[src/rtl/rs422_tx_sched_pkg.sv]
// rs422_tx_sched_pkg: shared types and defaults for the RS422 transmit scheduler.
// Holds the frame state encoding, default timing constants and the arbiter pick.
// Imported by the interface, tick_gen and the scheduler top.
package rs422_tx_sched_pkg;

    typedef enum logic [1:0] {
        ST_IDLE  = 2'd0,
        ST_START = 2'd1,
        ST_DATA  = 2'd2,
        ST_STOP  = 2'd3
    } state_t;

    localparam int DEF_DIV   = 32;  // 58.9824 MHz / 32 = 1.8432 MHz oversample tick
    localparam int DEF_OVS   = 16;  // 16 ticks per bit -> 115200 baud
    localparam int DATA_BITS = 8;

    // Round-robin pick between two requesters: a lone valid wins outright,
    // on contention the one that was not served last wins.
    function automatic logic rr_pick(input logic v0, input logic v1, input logic last);
        return (v0 & v1) ? ~last : v1;
    endfunction

endpackage

[src/rtl/rs422_tx_sched_if.sv]
// rs422_tx_sched_if: the two requester byte handshakes (valid/data/ready each).
// master = requester side (drives valid/data), slave = scheduler side (drives ready).
// ready is a one-cycle acceptance strobe, combinational in the scheduler.
interface rs422_tx_sched_if;
    import rs422_tx_sched_pkg::*;

    logic                 req0_valid;
    logic [DATA_BITS-1:0] req0_data;
    logic                 req0_ready;
    logic                 req1_valid;
    logic [DATA_BITS-1:0] req1_data;
    logic                 req1_ready;

    modport master (
        output req0_valid, req0_data, req1_valid, req1_data,
        input  req0_ready, req1_ready
    );

    modport slave (
        input  req0_valid, req0_data, req1_valid, req1_data,
        output req0_ready, req1_ready
    );

endinterface

[src/rtl/rs422_tx_sched_tick_gen.sv]
// tick_gen: free-running divider producing a one-cycle oversample tick every DIV clocks.
// Ports: clk59m, rst (async, active-low), tick (high while count == DIV-1).
// First tick falls in the DIV-th cycle after reset release; no backpressure.
module tick_gen
    import rs422_tx_sched_pkg::*;
#(
    parameter int DIV = DEF_DIV
) (
    input  logic clk59m,
    input  logic rst,
    output logic tick
);

    localparam int CW = (DIV > 1) ? $clog2(DIV) : 1;

    logic [CW-1:0] count;

    assign tick = (count == CW'(DIV - 1));

    always_ff @(posedge clk59m or negedge rst) begin
        if (!rst) begin
            count <= '0;
        end else if (tick) begin
            count <= '0;
        end else begin
            count <= count + CW'(1);
        end
    end

endmodule

[src/rtl/rs422_tx_sched.sv]
// rs422_tx_sched: two-requester round-robin RS422/UART transmitter (8N1 or 8N2, LSB first).
// Ports: clk59m, rst (async active-low), req (slave handshakes), txd (registered, idle high),
//        busy (frame in progress), grant (owner of current/last frame).
// Frame = (9+STOP_BITS)*OVS*DIV cycles; one byte accepted per frame, only on an IDLE tick.
module rs422_tx_sched
    import rs422_tx_sched_pkg::*;
#(
    parameter int DIV       = DEF_DIV,
    parameter int OVS       = DEF_OVS,
    parameter int STOP_BITS = 1
) (
    input  logic              clk59m,
    input  logic              rst,
    rs422_tx_sched_if.slave   req,
    output logic              txd,
    output logic              busy,
    output logic              grant
);

    // Counter must reach STOP_BITS*OVS-1, at most 2*OVS-1.
    localparam int            CW        = (OVS > 1) ? $clog2(2 * OVS) : 1;
    localparam logic [CW-1:0] BIT_LAST  = CW'(OVS - 1);
    localparam logic [CW-1:0] STOP_LAST = CW'(STOP_BITS * OVS - 1);

    logic                 tick;
    state_t               state, state_nxt;
    logic [CW-1:0]        ovs_cnt, ovs_nxt;
    logic [2:0]           bit_idx, bit_nxt;
    logic [DATA_BITS-1:0] shreg, sh_nxt;
    logic                 grant_nxt;
    logic                 last, last_nxt;
    logic                 txd_nxt;
    logic                 sel;

    tick_gen #(.DIV(DIV)) u_tick (
        .clk59m (clk59m),
        .rst    (rst),
        .tick   (tick)
    );

    always_ff @(posedge clk59m or negedge rst) begin
        if (!rst) begin
            state   <= ST_IDLE;
            ovs_cnt <= '0;
            bit_idx <= '0;
            shreg   <= '0;
            grant   <= 1'b0;
            last    <= 1'b1;  // requester 0 wins the first contention
            txd     <= 1'b1;
        end else begin
            state   <= state_nxt;
            ovs_cnt <= ovs_nxt;
            bit_idx <= bit_nxt;
            shreg   <= sh_nxt;
            grant   <= grant_nxt;
            last    <= last_nxt;
            txd     <= txd_nxt;
        end
    end

    always_comb begin
        state_nxt      = state;
        ovs_nxt        = ovs_cnt;
        bit_nxt        = bit_idx;
        sh_nxt         = shreg;
        grant_nxt      = grant;
        last_nxt       = last;
        req.req0_ready = 1'b0;
        req.req1_ready = 1'b0;
        sel            = rr_pick(req.req0_valid, req.req1_valid, last);

        case (state)
            ST_IDLE: begin
                if (tick && (req.req0_valid || req.req1_valid)) begin
                    req.req0_ready = ~sel;
                    req.req1_ready = sel;
                    sh_nxt         = sel ? req.req1_data : req.req0_data;
                    grant_nxt      = sel;
                    last_nxt       = sel;
                    ovs_nxt        = '0;
                    state_nxt      = ST_START;
                end
            end
            ST_START: begin
                if (tick) begin
                    if (ovs_cnt == BIT_LAST) begin
                        ovs_nxt   = '0;
                        bit_nxt   = '0;
                        state_nxt = ST_DATA;
                    end else begin
                        ovs_nxt = ovs_cnt + CW'(1);
                    end
                end
            end
            ST_DATA: begin
                if (tick) begin
                    if (ovs_cnt == BIT_LAST) begin
                        ovs_nxt = '0;
                        sh_nxt  = shreg >> 1;
                        bit_nxt = bit_idx + 3'd1;
                        if (bit_idx == 3'd7) begin
                            state_nxt = ST_STOP;
                        end
                    end else begin
                        ovs_nxt = ovs_cnt + CW'(1);
                    end
                end
            end
            ST_STOP: begin
                if (tick) begin
                    if (ovs_cnt == STOP_LAST) begin
                        ovs_nxt   = '0;
                        state_nxt = ST_IDLE;
                    end else begin
                        ovs_nxt = ovs_cnt + CW'(1);
                    end
                end
            end
            default: state_nxt = ST_IDLE;
        endcase

        // Line level is decoded from the next state so the flop changes
        // on the same edge as the state; the line itself never sees a decode.
        case (state_nxt)
            ST_START: txd_nxt = 1'b0;
            ST_DATA:  txd_nxt = sh_nxt[0];
            default:  txd_nxt = 1'b1;
        endcase
    end

    assign busy = (state != ST_IDLE);

endmodule

[src/flat_wrapper.sv]
// flat-port wrapper written by rule: the top's interface ports become plain ports
module rs422_tx_sched_flat import rs422_tx_sched_pkg::*;
#(
    parameter int DIV       = DEF_DIV,
    parameter int OVS       = DEF_OVS,
    parameter int STOP_BITS = 1
)
  (clk59m, rst, txd, busy, grant, req_req0_valid, req_req0_data, req_req1_valid, req_req1_data, req_req0_ready, req_req1_ready);
  rs422_tx_sched_if req_i ();
  input  logic clk59m;
  input  logic rst;
  output logic txd;
  output logic busy;
  output logic grant;
  input wire logic [$bits(req_i.req0_valid)-1:0] req_req0_valid;
  input wire logic [$bits(req_i.req0_data)-1:0] req_req0_data;
  input wire logic [$bits(req_i.req1_valid)-1:0] req_req1_valid;
  input wire logic [$bits(req_i.req1_data)-1:0] req_req1_data;
  output wire logic [$bits(req_i.req0_ready)-1:0] req_req0_ready;
  output wire logic [$bits(req_i.req1_ready)-1:0] req_req1_ready;
  assign req_i.req0_valid = req_req0_valid;
  assign req_i.req0_data = req_req0_data;
  assign req_i.req1_valid = req_req1_valid;
  assign req_i.req1_data = req_req1_data;
  assign req_req0_ready = req_i.req0_ready;
  assign req_req1_ready = req_i.req1_ready;
  rs422_tx_sched #(.DIV(DIV), .OVS(OVS), .STOP_BITS(STOP_BITS)) u_core (.clk59m(clk59m), .rst(rst), .req(req_i), .txd(txd), .busy(busy), .grant(grant));
endmodule
[config.mk]
export PLATFORM = sky130hd
export DESIGN_NAME = rs422_tx_sched_flat
export DESIGN_NICKNAME = d
export VERILOG_FILES = /design/src/rtl/rs422_tx_sched_pkg.sv /design/src/rtl/rs422_tx_sched_if.sv /design/src/rtl/rs422_tx_sched_tick_gen.sv /design/src/rtl/rs422_tx_sched.sv /design/src/flat_wrapper.sv
export SDC_FILE = /design/constraint.sdc
export NUM_CORES = 1
export LEC_CHECK = 0
export CAP_MARGIN = 10
export CORE_ASPECT_RATIO = 1.25
export CORE_MARGIN = 3
export CORE_UTILIZATION = 51
export DETAILED_ROUTE_END_ITERATION = 12
export PLACE_DENSITY = 0.78
export SYNTH_ARGS = -nofsm -noshare
export SYNTH_HDL_FRONTEND = slang
export SYNTH_HIERARCHICAL = 1
export SYNTH_SLANG_ARGS = --single-unit
export TNS_END_PERCENT = 30
[constraint.sdc]
create_clock -name clk59m -period 2.3 [get_ports clk59m]
set_input_delay 0.23 -clock clk59m [delete_from_list [all_inputs] [get_ports clk59m]]
set_output_delay 0.23 -clock clk59m [all_outputs]
set_load 0.02 [all_outputs]
==> flow_metrics.env <==
export IMPL_required_ns=2.07
export IMPL_synth_edff_count=0
export IMPL_min_period_ns=2.169
export IMPL_final_nets=185
export IMPL_ys_async_sr_fraction_pct=100.0
export IMPL_holdWs_ns=0.2546
export IMPL_hold_path_class="primary input to asynchronous set/reset pin"
export IMPL_cts_buffers_inserted=3
export IMPL_synth_mux_area_share_pct=1.894
export IMPL_cts_tree="done"
export IMPL_grtUsageTotal_pct=19.89
export IMPL_final_area_um2=1730
export IMPL_crit_fanout=4
export IMPL_worst_slew_pin_transition_ns=0.5920
export IMPL_drtIter0Drc=38
export IMPL_ir_drop_uv=381.1
export IMPL_synth_cell_type_count=44
export IMPL_path_class="register to output port"
export IMPL_initial_utilization_pct=55.45
export IMPL_synth_largest_area_cell="dfrtp_1"
export IMPL_portBuffers=24
export IMPL_syn_avg_cell_area_um2=10.59
export IMPL_drive_above_1_share_pct=17.61
export IMPL_synth_top_family_by_area="compound AO/OA/AOI/OAI gates"
export IMPL_skew_ns=0.001045
export IMPL_drt_pre_antenna_iters=6
export IMPL_hold_buffers=0
export IMPL_nFillCells=187
export IMPL_cts_sinks=26
export IMPL_routed_wl_um=3012
export IMPL_yosys_area_share_simple_pct=16.77
export IMPL_rows=20
export IMPL_drtAntennaViolNets=0
export IMPL_htree_levels=1
export IMPL_synth_seq_area_share_pct=47.07
export IMPL_drv_cap=0
export IMPL_synth_compound_area_share_pct=23.72
export IMPL_drc=0
export IMPL_finalCritPeriodShare_pct=94.31
export IMPL_die_y_um=64.32
export IMPL_path_clk_slew_ns=0.14
export IMPL_final_cells=192
export IMPL_fmax_mhz=461.0
export IMPL_grt_max_degree=27
export IMPL_grt_setup_unrepaired="false"
export IMPL_final_common_cell="dfrtp_1"
export IMPL_placedInstanceArea_um2=1663
export IMPL_setup_ws_ns=0.1308
export IMPL_synth_nets=156
export IMPL_synth_seq_cells=26
export IMPL_antenna_cells=0
export IMPL_start_kind="register"
export IMPL_cts_root_buf="clkbuf_4"
export IMPL_dp_worst_setup_slack_ns=-0.005165
export IMPL_area_delta_synth_final_pct=24.71
export IMPL_num_vias=1144
export IMPL_dp_hpwl_um=2237
export IMPL_routabilityCongestion=0.8020
export IMPL_routed_via_density=5.958
export IMPL_postSynthCellCount=131
export IMPL_grt_pass1_wl_um=5181
export IMPL_status="finished clean"
export IMPL_netlist_area_um2=1388
export IMPL_final_hold_violation_count=0
export IMPL_synth_ff_type="dfrtp_1"
export IMPL_finalSetupViolCount=0
export IMPL_synth_xor_area_share_pct=1.262
export IMPL_grt_overflow=0
export IMPL_p_leak_nw=0.7747
export IMPL_synth_area_leaders="dfrtp_1 (43%), ha_1 (4.5%), a32oi_1 (4.4%)"
export IMPL_synth_adder_area_share_pct=4.509
export IMPL_clk_latency_ns=0.32
export IMPL_max_slew_margin_pct=60.20
export IMPL_power_density_nw_per_um2=479.6
export IMPL_first_global_vias=1165
export IMPL_wl_per_cell_um=15.69
export IMPL_antenna_found_initial=0
export IMPL_layout_common_cells="dfrtp_1 (24), clkdlybuf4s50_1 (22), nor2_1 (16)"
export IMPL_synth_top_area_share_pct=43.28
export IMPL_die_w_um=52.66
export IMPL_dieArea_um2=3387
export IMPL_tns_ns=0
export IMPL_ctsLongestPathBuffers=2
export IMPL_worst_ep_arrival_time_ns=1.94
export IMPL_slew_viol_final=0
export IMPL_yosys_warnings=6
export IMPL_core_um2=2502
export IMPL_io_pins=25
export IMPL_post_place_cells=186
export IMPL_worstSetupEndpointType="output port"
routing by layer:
metal  GRT usage [%]  vias up  routed length, um
met5               0        -                  0
met4           6.390        0                 15
met3           2.564        2                113
met2           31.99       27               1576
met1           27.29      567               1306
li1                -      548                  -
flip-flops by register name, summed over array words and instances (netlist names):
name	flops
u_core/shreg	8
u_core/state	2
u_core/grant	1
u_core/last	1
u_core/ovs_cnt	5
u_core/bit_idx	3
u_core/txd	1
u_core/u_tick/count	5
area by class of cell:
class | instances | area [um^2] | share of cell area (%)
clock buffer | 3 | 22.52 | 1.302
clock inverter | 1 | 30.03 | 1.735
inverter | 2 | 7.507 | 0.4338
multi-input combinational | 94 | 678.2 | 39.19
sequential | 26 | 653.1 | 37.74
tap | 33 | 41.29 | 2.386
timing repair buffer | 33 | 297.8 | 17.21
cell usage after synthesis (2+ instances only):
library cell,number
nand3_1,4
clkbuf_1,4
a21oi_1,2
a22o_1,4
a21o_1,3
buf_2,2
a221o_1,6
o21ai_0,9
ha_1,5
nor2_1,16
buf_6,3
dfstp_2,2
xnor2_1,2
a31oi_1,2
nand2_1,7
and2_1,2
o31ai_1,2
dfrtp_1,24
a32oi_1,7
power breakdown:
| part | switching, mW | total (mW) | internal, mW |
|---|---|---|---|
| Sequential | 0 | 0.457 | 0.457 |
| Combinational | 0.0249 | 0.0614 | 0.0365 |
| Clock | 0.135 | 0.311 | 0.176 |
| Total | 0.160 | 0.830 | 0.670 |
metrics by stage:
step	total power, mW	util (%)
2_1_floorplan	0.4790	-
4_1_cts	0.8389	69.55
5_1_grt	0.8562	69.15
3_3_place_gp	0.5254	66.45
3_5_place_dp	0.5266	66.45
6_report	0.8299	69.15
worst paths after layout:
| kind | from | endpoint | slack, ns | cells past startpoint |
|---|---|---|---|---|
| setup / recovery | u_core/u_tick/count[0] | req_req0_ready | 0.13 | 7 |
| setup reg to reg | u_core/u_tick/count[0] | u_core/shreg[4] | 0.15 | 7 |
| max in group asynchronous | rst | u_core/last | 1.75 | 2 |
| hold / removal | rst | u_core/ovs_cnt[3] | 0.25 | 2 |
| hold reg to reg | u_core/grant | u_core/grant | 0.49 | 1 |
| min in group clk59m | u_core/grant | u_core/grant | 0.49 | 1 |
cells by family (layout without fill, tap and decap cells):
family                     after synthesis  after routing
buffers and inverters                   11             39
and+or+nand+nor                         42             42
xor gates and xnor gates                 2              2
DFF                                     26             26
adders and majority gates                5              5
AOI/OAI and AO/OA                       43             43
muxes                                    2              2
timing repair:
| action | in CTS | in global routing |
|---|---|---|
| setup buffers | 2 | 0 |
| resized for setup | 6 | 3 |
| setup endpoints to repair | 2 | 2 |
critical path, stage by stage (launching register included):
cell and delay [ns]:
dfrtp_1 0.39, ha_1 0.20, and3_2 0.20, ha_2 0.21, o21ai_4 0.10, or2_0 0.23
nor2_1 0.12, buf_2 0.18
Power figures use the tool's default switching activity.
